## config.mk

```make
export PLATFORM = sky130hd
export DESIGN_NAME = sopc_dbus_ctrl
export DESIGN_NICKNAME = d
export VERILOG_FILES = /design/src/rtl/sopc_dbus_ctrl_pkg.sv /design/src/rtl/sopc_dbus_decode.sv /design/src/rtl/sopc_dbus_ctrl.sv
export SDC_FILE = /design/constraint.sdc
export NUM_CORES = 1
export LEC_CHECK = 0
export BUFFER_PORTS_ARGS = -buffer_cell sky130_fd_sc_hd__buf_2
export CAP_MARGIN = 0
export CORE_AREA = 2 2 135 137
export CTS_CLUSTER_DIAMETER = 120
export CTS_CLUSTER_SIZE = 40
export DETAILED_ROUTE_END_ITERATION = 8
export DIE_AREA = 0 0 137 139
export GPL_ROUTABILITY_DRIVEN = 0
export HOLD_SLACK_MARGIN = 0.02
export PLACE_DENSITY = 0.66
export SYNTH_ARGS = -nofsm -noshare
export SYNTH_HDL_FRONTEND = slang
export SYNTH_HIERARCHICAL = 1
export SYNTH_SLANG_ARGS = --single-unit
export TNS_END_PERCENT = 50
```

## constraint.sdc

```tcl
create_clock -name clk -period 5.55 [get_ports clk]
set_input_delay 0.555 -clock clk [delete_from_list [all_inputs] [get_ports clk]]
set_output_delay 0.555 -clock clk [all_outputs]
set_load 0.02 [all_outputs]
```

## src/rtl/sopc_dbus_ctrl_pkg.sv

```systemverilog
// Shared state encodings and types for the SOPC data-bus controller.
package sopc_dbus_ctrl_pkg;

  typedef logic [1:0] dbus_state_t;

  localparam logic [1:0] DBUS_IDLE = 2'd0;
  localparam logic [1:0] DBUS_REQ  = 2'd1;
  localparam logic [1:0] DBUS_DONE = 2'd2;
  localparam logic [1:0] DBUS_ERR  = 2'd3;

endpackage

```

## src/rtl/sopc_dbus_decode.sv

```systemverilog
// Slave index decode: turns the top address bits into a one-hot strobe plus an in-range flag.
// Purely combinational; an index at or beyond NUM_SLV yields an all-zero one-hot and in_range_o=0.
module sopc_dbus_decode #(
  parameter int NUM_SLV = 4,
  parameter int IDX_W   = 2
) (
  input  logic [IDX_W-1:0]   idx_i,
  output logic [NUM_SLV-1:0] onehot_o,
  output logic               in_range_o
);

  always_comb begin
    onehot_o = '0;
    for (int k = 0; k < NUM_SLV; k++) begin
      if (idx_i == IDX_W'(k)) onehot_o[k] = 1'b1;
    end
  end

  assign in_range_o = |onehot_o;

endmodule

```

## src/rtl/sopc_dbus_ctrl.sv

```systemverilog
// CPU data-bus controller: decode, per-access req/ack with slave wait states, timeout and unmapped errors.
// Ack in the first REQ cycle completes in 3 cycles; the CPU is stalled until the DONE/ERR cycle.
module sopc_dbus_ctrl
  import sopc_dbus_ctrl_pkg::*;
#(
  parameter int DW      = 32,
  parameter int AW      = 32,
  parameter int NUM_SLV = 4,
  parameter int IDX_W   = 2,
  parameter int TIMEOUT = 255
) (
  input  logic                  clk,
  input  logic                  rst,
  input  logic                  cpu_ce_i,
  input  logic                  cpu_we_i,
  input  logic [AW-1:0]         cpu_addr_i,
  input  logic [DW/8-1:0]       cpu_sel_i,
  input  logic [DW-1:0]         cpu_data_i,
  output logic [DW-1:0]         cpu_data_o,
  output logic                  cpu_stall_o,
  output logic                  bus_err_o,
  output logic [AW-1:0]         err_addr_o,
  output logic [NUM_SLV-1:0]    slv_ce_o,
  output logic                  slv_we_o,
  output logic [AW-1:0]         slv_addr_o,
  output logic [DW/8-1:0]       slv_sel_o,
  output logic [DW-1:0]         slv_data_o,
  input  logic [NUM_SLV*DW-1:0] slv_data_i,
  input  logic [NUM_SLV-1:0]    slv_ack_i
);

  localparam int SW = DW / 8;
  localparam int CW = $clog2(TIMEOUT + 1);

  dbus_state_t          state_q, state_d;
  logic [AW-1:0]        addr_q, addr_d;
  logic                 we_q, we_d;
  logic [SW-1:0]        sel_q, sel_d;
  logic [DW-1:0]        wdat_q, wdat_d;
  logic [NUM_SLV-1:0]   onehot_q, onehot_d;
  logic [CW-1:0]        cnt_q, cnt_d;
  logic [DW-1:0]        rdata_q, rdata_d;
  logic [AW-1:0]        err_addr_q, err_addr_d;

  logic [NUM_SLV-1:0]   dec_onehot;
  logic                 dec_hit;
  logic                 ack_hit;
  logic [DW-1:0]        sel_rdata;

  sopc_dbus_decode #(
    .NUM_SLV (NUM_SLV),
    .IDX_W   (IDX_W)
  ) u_decode (
    .idx_i      (cpu_addr_i[AW-1 -: IDX_W]),
    .onehot_o   (dec_onehot),
    .in_range_o (dec_hit)
  );

  // Only the latched slave's ack and data matter; everything else on the bus is ignored.
  assign ack_hit = |(slv_ack_i & onehot_q);

  always_comb begin
    sel_rdata = '0;
    for (int k = 0; k < NUM_SLV; k++) begin
      if (onehot_q[k]) sel_rdata = sel_rdata | slv_data_i[k*DW +: DW];
    end
  end

  always_comb begin
    state_d    = state_q;
    addr_d     = addr_q;
    we_d       = we_q;
    sel_d      = sel_q;
    wdat_d     = wdat_q;
    onehot_d   = onehot_q;
    cnt_d      = cnt_q;
    rdata_d    = rdata_q;
    err_addr_d = err_addr_q;
    case (state_q)
      DBUS_IDLE: begin
        if (cpu_ce_i) begin
          addr_d   = cpu_addr_i;
          we_d     = cpu_we_i;
          sel_d    = cpu_sel_i;
          wdat_d   = cpu_data_i;
          onehot_d = dec_onehot;
          cnt_d    = '0;
          if (dec_hit) begin
            state_d = DBUS_REQ;
          end else begin
            rdata_d    = '0;
            err_addr_d = cpu_addr_i;
            state_d    = DBUS_ERR;
          end
        end
      end
      DBUS_REQ: begin
        // cnt_q counts wait cycles already spent; an ack in the limit cycle still wins.
        if (ack_hit) begin
          rdata_d = we_q ? '0 : sel_rdata;
          state_d = DBUS_DONE;
        end else if (cnt_q == CW'(TIMEOUT)) begin
          rdata_d    = '0;
          err_addr_d = addr_q;
          state_d    = DBUS_ERR;
        end else begin
          cnt_d = cnt_q + 1'b1;
        end
      end
      default: state_d = DBUS_IDLE;
    endcase
  end

  always_ff @(posedge clk or posedge rst) begin
    if (rst) begin
      state_q    <= DBUS_IDLE;
      addr_q     <= '0;
      we_q       <= 1'b0;
      sel_q      <= '0;
      wdat_q     <= '0;
      onehot_q   <= '0;
      cnt_q      <= '0;
      rdata_q    <= '0;
      err_addr_q <= '0;
    end else begin
      state_q    <= state_d;
      addr_q     <= addr_d;
      we_q       <= we_d;
      sel_q      <= sel_d;
      wdat_q     <= wdat_d;
      onehot_q   <= onehot_d;
      cnt_q      <= cnt_d;
      rdata_q    <= rdata_d;
      err_addr_q <= err_addr_d;
    end
  end

  // Strobe is gated by the registered state so an async reset drops it immediately.
  assign slv_ce_o    = (state_q == DBUS_REQ) ? onehot_q : '0;
  assign slv_we_o    = we_q;
  assign slv_addr_o  = addr_q;
  assign slv_sel_o   = sel_q;
  assign slv_data_o  = wdat_q;
  assign cpu_data_o  = rdata_q;
  assign bus_err_o   = (state_q == DBUS_ERR);
  assign err_addr_o  = err_addr_q;
  assign cpu_stall_o = cpu_ce_i && (state_q != DBUS_DONE) && (state_q != DBUS_ERR);

endmodule

```

======== Word-level counts from Yosys, hierarchy flattened ========
Cells that the tools add are included.
cells by class
  bitwise gates (word level) .............. 4
  mux-type cells .......................... 29
  reduce and logical (&&, ||, !) cells .... 12
  equality and inequality tests ........... 14
  $lt $le $gt $ge ......................... 0
  add/sub/neg operators ................... 1
  shift-type cells ........................ 0
  div/mod/pow operators ................... 0
  multiply operators ...................... 0
operator list
  operator                                        number
  two-way mux 32 bit                              13
  one-hot mux 32 bit (2 select lines)             2
  bitwise OR 32 bit                               3
  two-way mux 8 bit                               3
  one-hot mux 8 bit (2 select lines)              1
  inequality test 2 bit (second input constant)   7
  adder 8 x 1 -> 8 bit (second input constant)    1
  == test 8 bit (second input constant)           1
  two-way mux 2 bit                               4
  AND reduction 4 bit                             2
  OR reduction 4 bit                              2
  == test 2 bit (second input constant)           3
  AND reduction 5 bit                             1
  AND 4 bit                                       1
  == test 2 x 1 -> 1 bit (second input constant)  2
  zero test 2 bit                                 2
  two-way mux 1 bit                               4
  two-way mux 4 bit                               1
  one-hot mux 2 bit (2 select lines)              1
  AND reduction 2 bit                             2
  inequality test 3 bit (second input constant)   1
  logical AND 1 bit                               2
  nonzero test 2 bit                              1
storage, ports and cells
  memory bits (read-only) ................. 0
  register bits ........................... 147
  memory bits (writable) .................. 0
  memories ................................ 0
  bits in latches ......................... 0
  logic and storage cells ................. 69
  output and inout port bits .............. 139
  input port bits ......................... 204

======== Depth between registers and ports, before layout ========
  depth in word-level cells ............... 10
  depth in mapped cells ................... 7
  mapped depth without buffers ............ 4

======== Hierarchy ========
The synthesis kept the hierarchy.
modules (own cells, without submodules)
  module            seq. area each (um^2)  times used  cells each  area each (um^2)
  sopc_dbus_ctrl    3678.5                 1           635         6588.8
  sopc_dbus_decode  0.0                    1           6           37.5

======== Least setup slack after synthesis ========
OpenSTA, ideal clock, no wires.
  kind .................................... input port to flip-flop
  from .................................... input port slv_ack_i[2]
  to ...................................... register err_addr_q[10] (netlist: err_addr_o[10])
  data required time ...................... 5427 ps
  arrival time ............................ 1562 ps
  path slack .............................. 3865 ps
  path buffers ............................ 2
  cell stages on the path ................. 6
  setup time .............................. 123 ps
  path through ............................ a22oi_4 -> and3_1 -> buf_6 -> nand2_1 -> buf_2 -> o221a_2
on the way
  word-level cells in the longest chain between the ends .. 4
ends and longest elaborated chain
  what                                    RTL line               RTL
  start, declared                         sopc_dbus_ctrl.sv:29   input logic [NUM_SLV-1:0] slv_ack_i
  AND 4 bit                               sopc_dbus_ctrl.sv:60   assign ack_hit = |(slv_ack_i & onehot_q);
  OR reduction 4 bit                      sopc_dbus_ctrl.sv:60
  inequality test 2 bit (no source line)  n/a
  AND reduction 5 bit (no source line)    n/a
  end signal, assigned                    sopc_dbus_ctrl.sv:134  err_addr_q <= err_addr_d;
  end, declared                           sopc_dbus_ctrl.sv:43   logic [AW-1:0] err_addr_q, err_addr_d;
No other way between the ends.
A chain may end at the register's enable or synchronous reset.

======== Final worst setup path ========
  from .................................... register state_q[1]
  to ...................................... register err_addr_q[29] (netlist: err_addr_o[29])
on the way
  word-level cells in the longest chain between the ends .. 3
  elaborated cells on any way between the ends .. 9
  classes of those cells .................. 5 x eq/ne; 1 x mux; 3 x reduce/logical
ends and longest elaborated chain
  what                                                                          RTL line               RTL
  start, declared                                                               sopc_dbus_ctrl.sv:35   dbus_state_t state_q, state_d;
  start signal, assigned                                                        sopc_dbus_ctrl.sv:126  state_q <= state_d;
  == test 2 x 1 -> 1 bit or zero test 2 bit (tied branches)                     sopc_dbus_ctrl.sv:79   case (state_q)
  inequality test 2 bit (no source line) or nonzero test 2 bit (tied branches)  n/a
  AND reduction 5 bit (no source line)                                          n/a
Several ways; a longest one is shown, not always the timed one.

==> run_results.csv <==
group,metric,value,unit
place,port_buffers,342,
critical_path,cp-start-kind,"flip-flop",
detailed_routing,drt-initial-drc-count,290,
die,coreArea,17700,um2
outcome,status,"finished, final reports clean",
min_path,hp-class,"input port to async pin",
die,die_w,137,um
critical_path,worstPathMaxFanout,32,
place,dp_hpwl,15.7,mm
critical_path,timing.rr.end,"err_addr_o[29]$_DFFE_PP0P_",
die,num_rows,49,
clock_network,cts_max_level,4,
grt,grt_pass1_wl,32.9,mm
timing,max_slew_margin,10.7,%
critical_path,timing.rr.start,"state_q[1]$_DFFE_PP0P_",
layout,layout-drive-gt1-share,43.5,%
pwr,power_leakage,4.75,nW
timing,slew_violations,0,
clock_network,ctsHoldBuffers,0,
synth,synthTopCellsByArea,"dfrtp_1 56%, nand2_1 13%, o221a_2 5.3%, a221oi_1 4.2%, a22o_1 4.2%",
detailed_routing,routed_wl,21.8,mm
grt,grt_use_total,22.5,%
timing,rsz0062_at_grt,"no",
detailed_routing,wl_per_cell,18.1,um
timing,worst_pin_slew,1.34,ns
critical_path,timing.critical_path.buf_inv,0,
synth,yosys_warnings,6,
detailed_routing,drc,0,
timing,worst_hold_slack,0.293,ns
clock_network,post-cts-setup-buffers,0,
layout,finalInstanceArea,9000,um2
synth,netlist_instances,641,
critical_path,rr_worst_depth,4,
detailed_routing,vias,6121,
clock_network,cts-root-buf,"clkbuf_16",
clock_network,cts_buffers,17,
critical_path,r2r_setup_slack,3.43,ns
die,io_pins,343,
critical_path,arrival,2.47,ns
die,start_util,37.5,%
critical_path,cp_data_required_time,5.90,ns
synth,syn_area,6630,um2
detailed_routing,dr.pass1.iters,6,
clock_network,clkTransAtPathRegs,0.06,ns
grt,overflow,0,
synth,synth_top_area_share,55.5,%
synth,synth_cell_types,42,
layout,fillers,1663,
grt,grt_max_degree,91,
synth,syn_area_per_cell,10.3,um2
detailed_routing,drt.antenna.violating_nets,0,
pwr,power_density,605,nW/um2
timing,tns,0,ns
layout,fin_nets,1164,
synth,syn-num-nets,846,
critical_path,end_kind,"flip-flop",
synth,synth-seq-cells,147,
critical_path,worstSetupPathType,"flip-flop to flip-flop",
timing,finalCritPeriodShare,38.2,%
timing,max_freq,472,MHz
grt,grt_pass1_vias,5924,
die,die_h,139,um
pwr,irDropWorstVdd,0.336,mV
detailed_routing,viasPerCell,5.07,
clock_network,cts_sinks,147,
critical_path,path_cells,"and2b_4 > and3_1 > a21o_2 > o221a_2",
layout,final_common_cell,"buf_2",
clock_network,clock_path_buffers,2,
timing,setup_viol,0,
clock_network,insertion_delay,0.42,ns
grt,antenna_found_initial,6,
die,dieArea,19000,um2
layout,utilization,51.0,%
run,cap_violations,0,
clock_network,cts_tree,"yes",
layout,syn_to_final_growth,35.8,%
clock_network,cts_resized,0,
timing,finClkSkew,0.00964,ns
critical_path,crit_family,"compound AO/OA/AOI/OAI gates",
timing,hold_viol,0,
critical_path,cp_slowest_cell,"a21o_2",
timing,finalCriticalPeriod,2.12,ns
layout,layout_common_cells,"342 x buf_2, 226 x nand2_1, 147 x dfrtp_1",
synth,synth_area_leader_cell,"dfrtp_1",
synth,ys_seq_area_share,55.5,%
critical_path,critPathMaxStageDelay,0.61,ns
place,placed_cell_area,8420,um2
## cell type report
| cell class | instances | area (um2) | share of cell area [%] |
|---|---|---|---|
| sequential | 147 | 3680 | 40.9 |
| multi-input combinational | 438 | 2660 | 29.5 |
| timing repair buffer | 350 | 1770 | 19.7 |
| clock buffer | 19 | 433 | 4.81 |
| tap | 229 | 287 | 3.18 |
| clock inverter | 13 | 134 | 1.49 |
| inverter | 5 | 23.8 | 0.264 |
| antenna | 6 | 15.0 | 0.167 |
## flip-flops by register name (all words and copies together), names as in the netlist
signal      count
err_addr_o     32
slv_addr_o     32
state_q         2
slv_sel_o       4
onehot_q        4
cpu_data_o     32
cnt_q           8
slv_we_o        1
slv_data_o     32
## synthesized netlist by cell type (all sizes together)
library cell  number
a211o              1
a21o               2
a21oi              4
a221oi            32
a22o              32
a22oi              2
a41oi              1
and2               7
and2b              2
and3               4
and4               2
buf               19
clkbuf            32
conb               1
dfrtp            147
ha                 1
inv                5
mux2i              3
nand2            227
nand2b            32
nand3              4
nand4              2
nor2               3
nor2b              2
o21a               1
o21ai              2
o221a             32
o2bb2ai           32
o311ai             1
o41ai              3
or4                2
or4b               1
## cells by family after synthesis
group / after synthesis / synth area share [%]
AO/OA/AOI/OAI: 145 / 20.4
adder cells (fa/ha/maj): 1 / 0.189
buffers and inverters: 56 / 4.48
flip-flops: 147 / 55.5
multiplexers: 3 / 0.453
other: 1 / 0.0566
AND/OR/NAND/NOR: 288 / 18.9
## report_power, final
| part | internal (W) | total [W] | switching (W) |
|---|---|---|---|
| Combinational | 0.000872 | 0.00242 | 0.00155 |
| Sequential | 0.00157 | 0.00190 | 0.000332 |
| Clock | 0.000661 | 0.00112 | 0.000459 |
## routing by layer
| layer | GRT usage [%] | wire length, um |
|---|---|---|
| met4 | 9.28 | 500 |
| met1 | 28.3 | 8670 |
| met2 | 36.1 | 10700 |
| met5 | 0 | 0 |
| met3 | 6.76 | 1950 |
## stage by stage
step	total power, W	instances	setup WS, ns
after floorplan	0.00349	641	1.04
after global placement	0.00432	1169	3.27
after detailed placement	0.00435	1169	3.25
after CTS	0.00549	1201	3.40
after global routing	0.00580	1205	3.28
final	0.00544	1207	3.43
## worst max path at each step
stage / from / slack, ns / endpoint / depth (start not counted)
3_5_place_dp: slv_ack_i[0] / 3.25 / err_addr_o[3]$_DFFE_PP0P_ / 5
5_1_grt: state_q[1]$_DFFE_PP0P_ / 3.28 / err_addr_o[21]$_DFFE_PP0P_ / 4
3_3_place_gp: slv_ack_i[0] / 3.27 / err_addr_o[3]$_DFFE_PP0P_ / 5
4_1_cts: state_q[1]$_DFFE_PP0P_ / 3.40 / err_addr_o[29]$_DFFE_PP0P_ / 4
2_1_floorplan: rst / 1.04 / cnt_q[0]$_DFFE_PP0P_ / 1
6_report: state_q[1]$_DFFE_PP0P_ / 3.43 / err_addr_o[29]$_DFFE_PP0P_ / 4
Power figures use the tool's default switching activity.
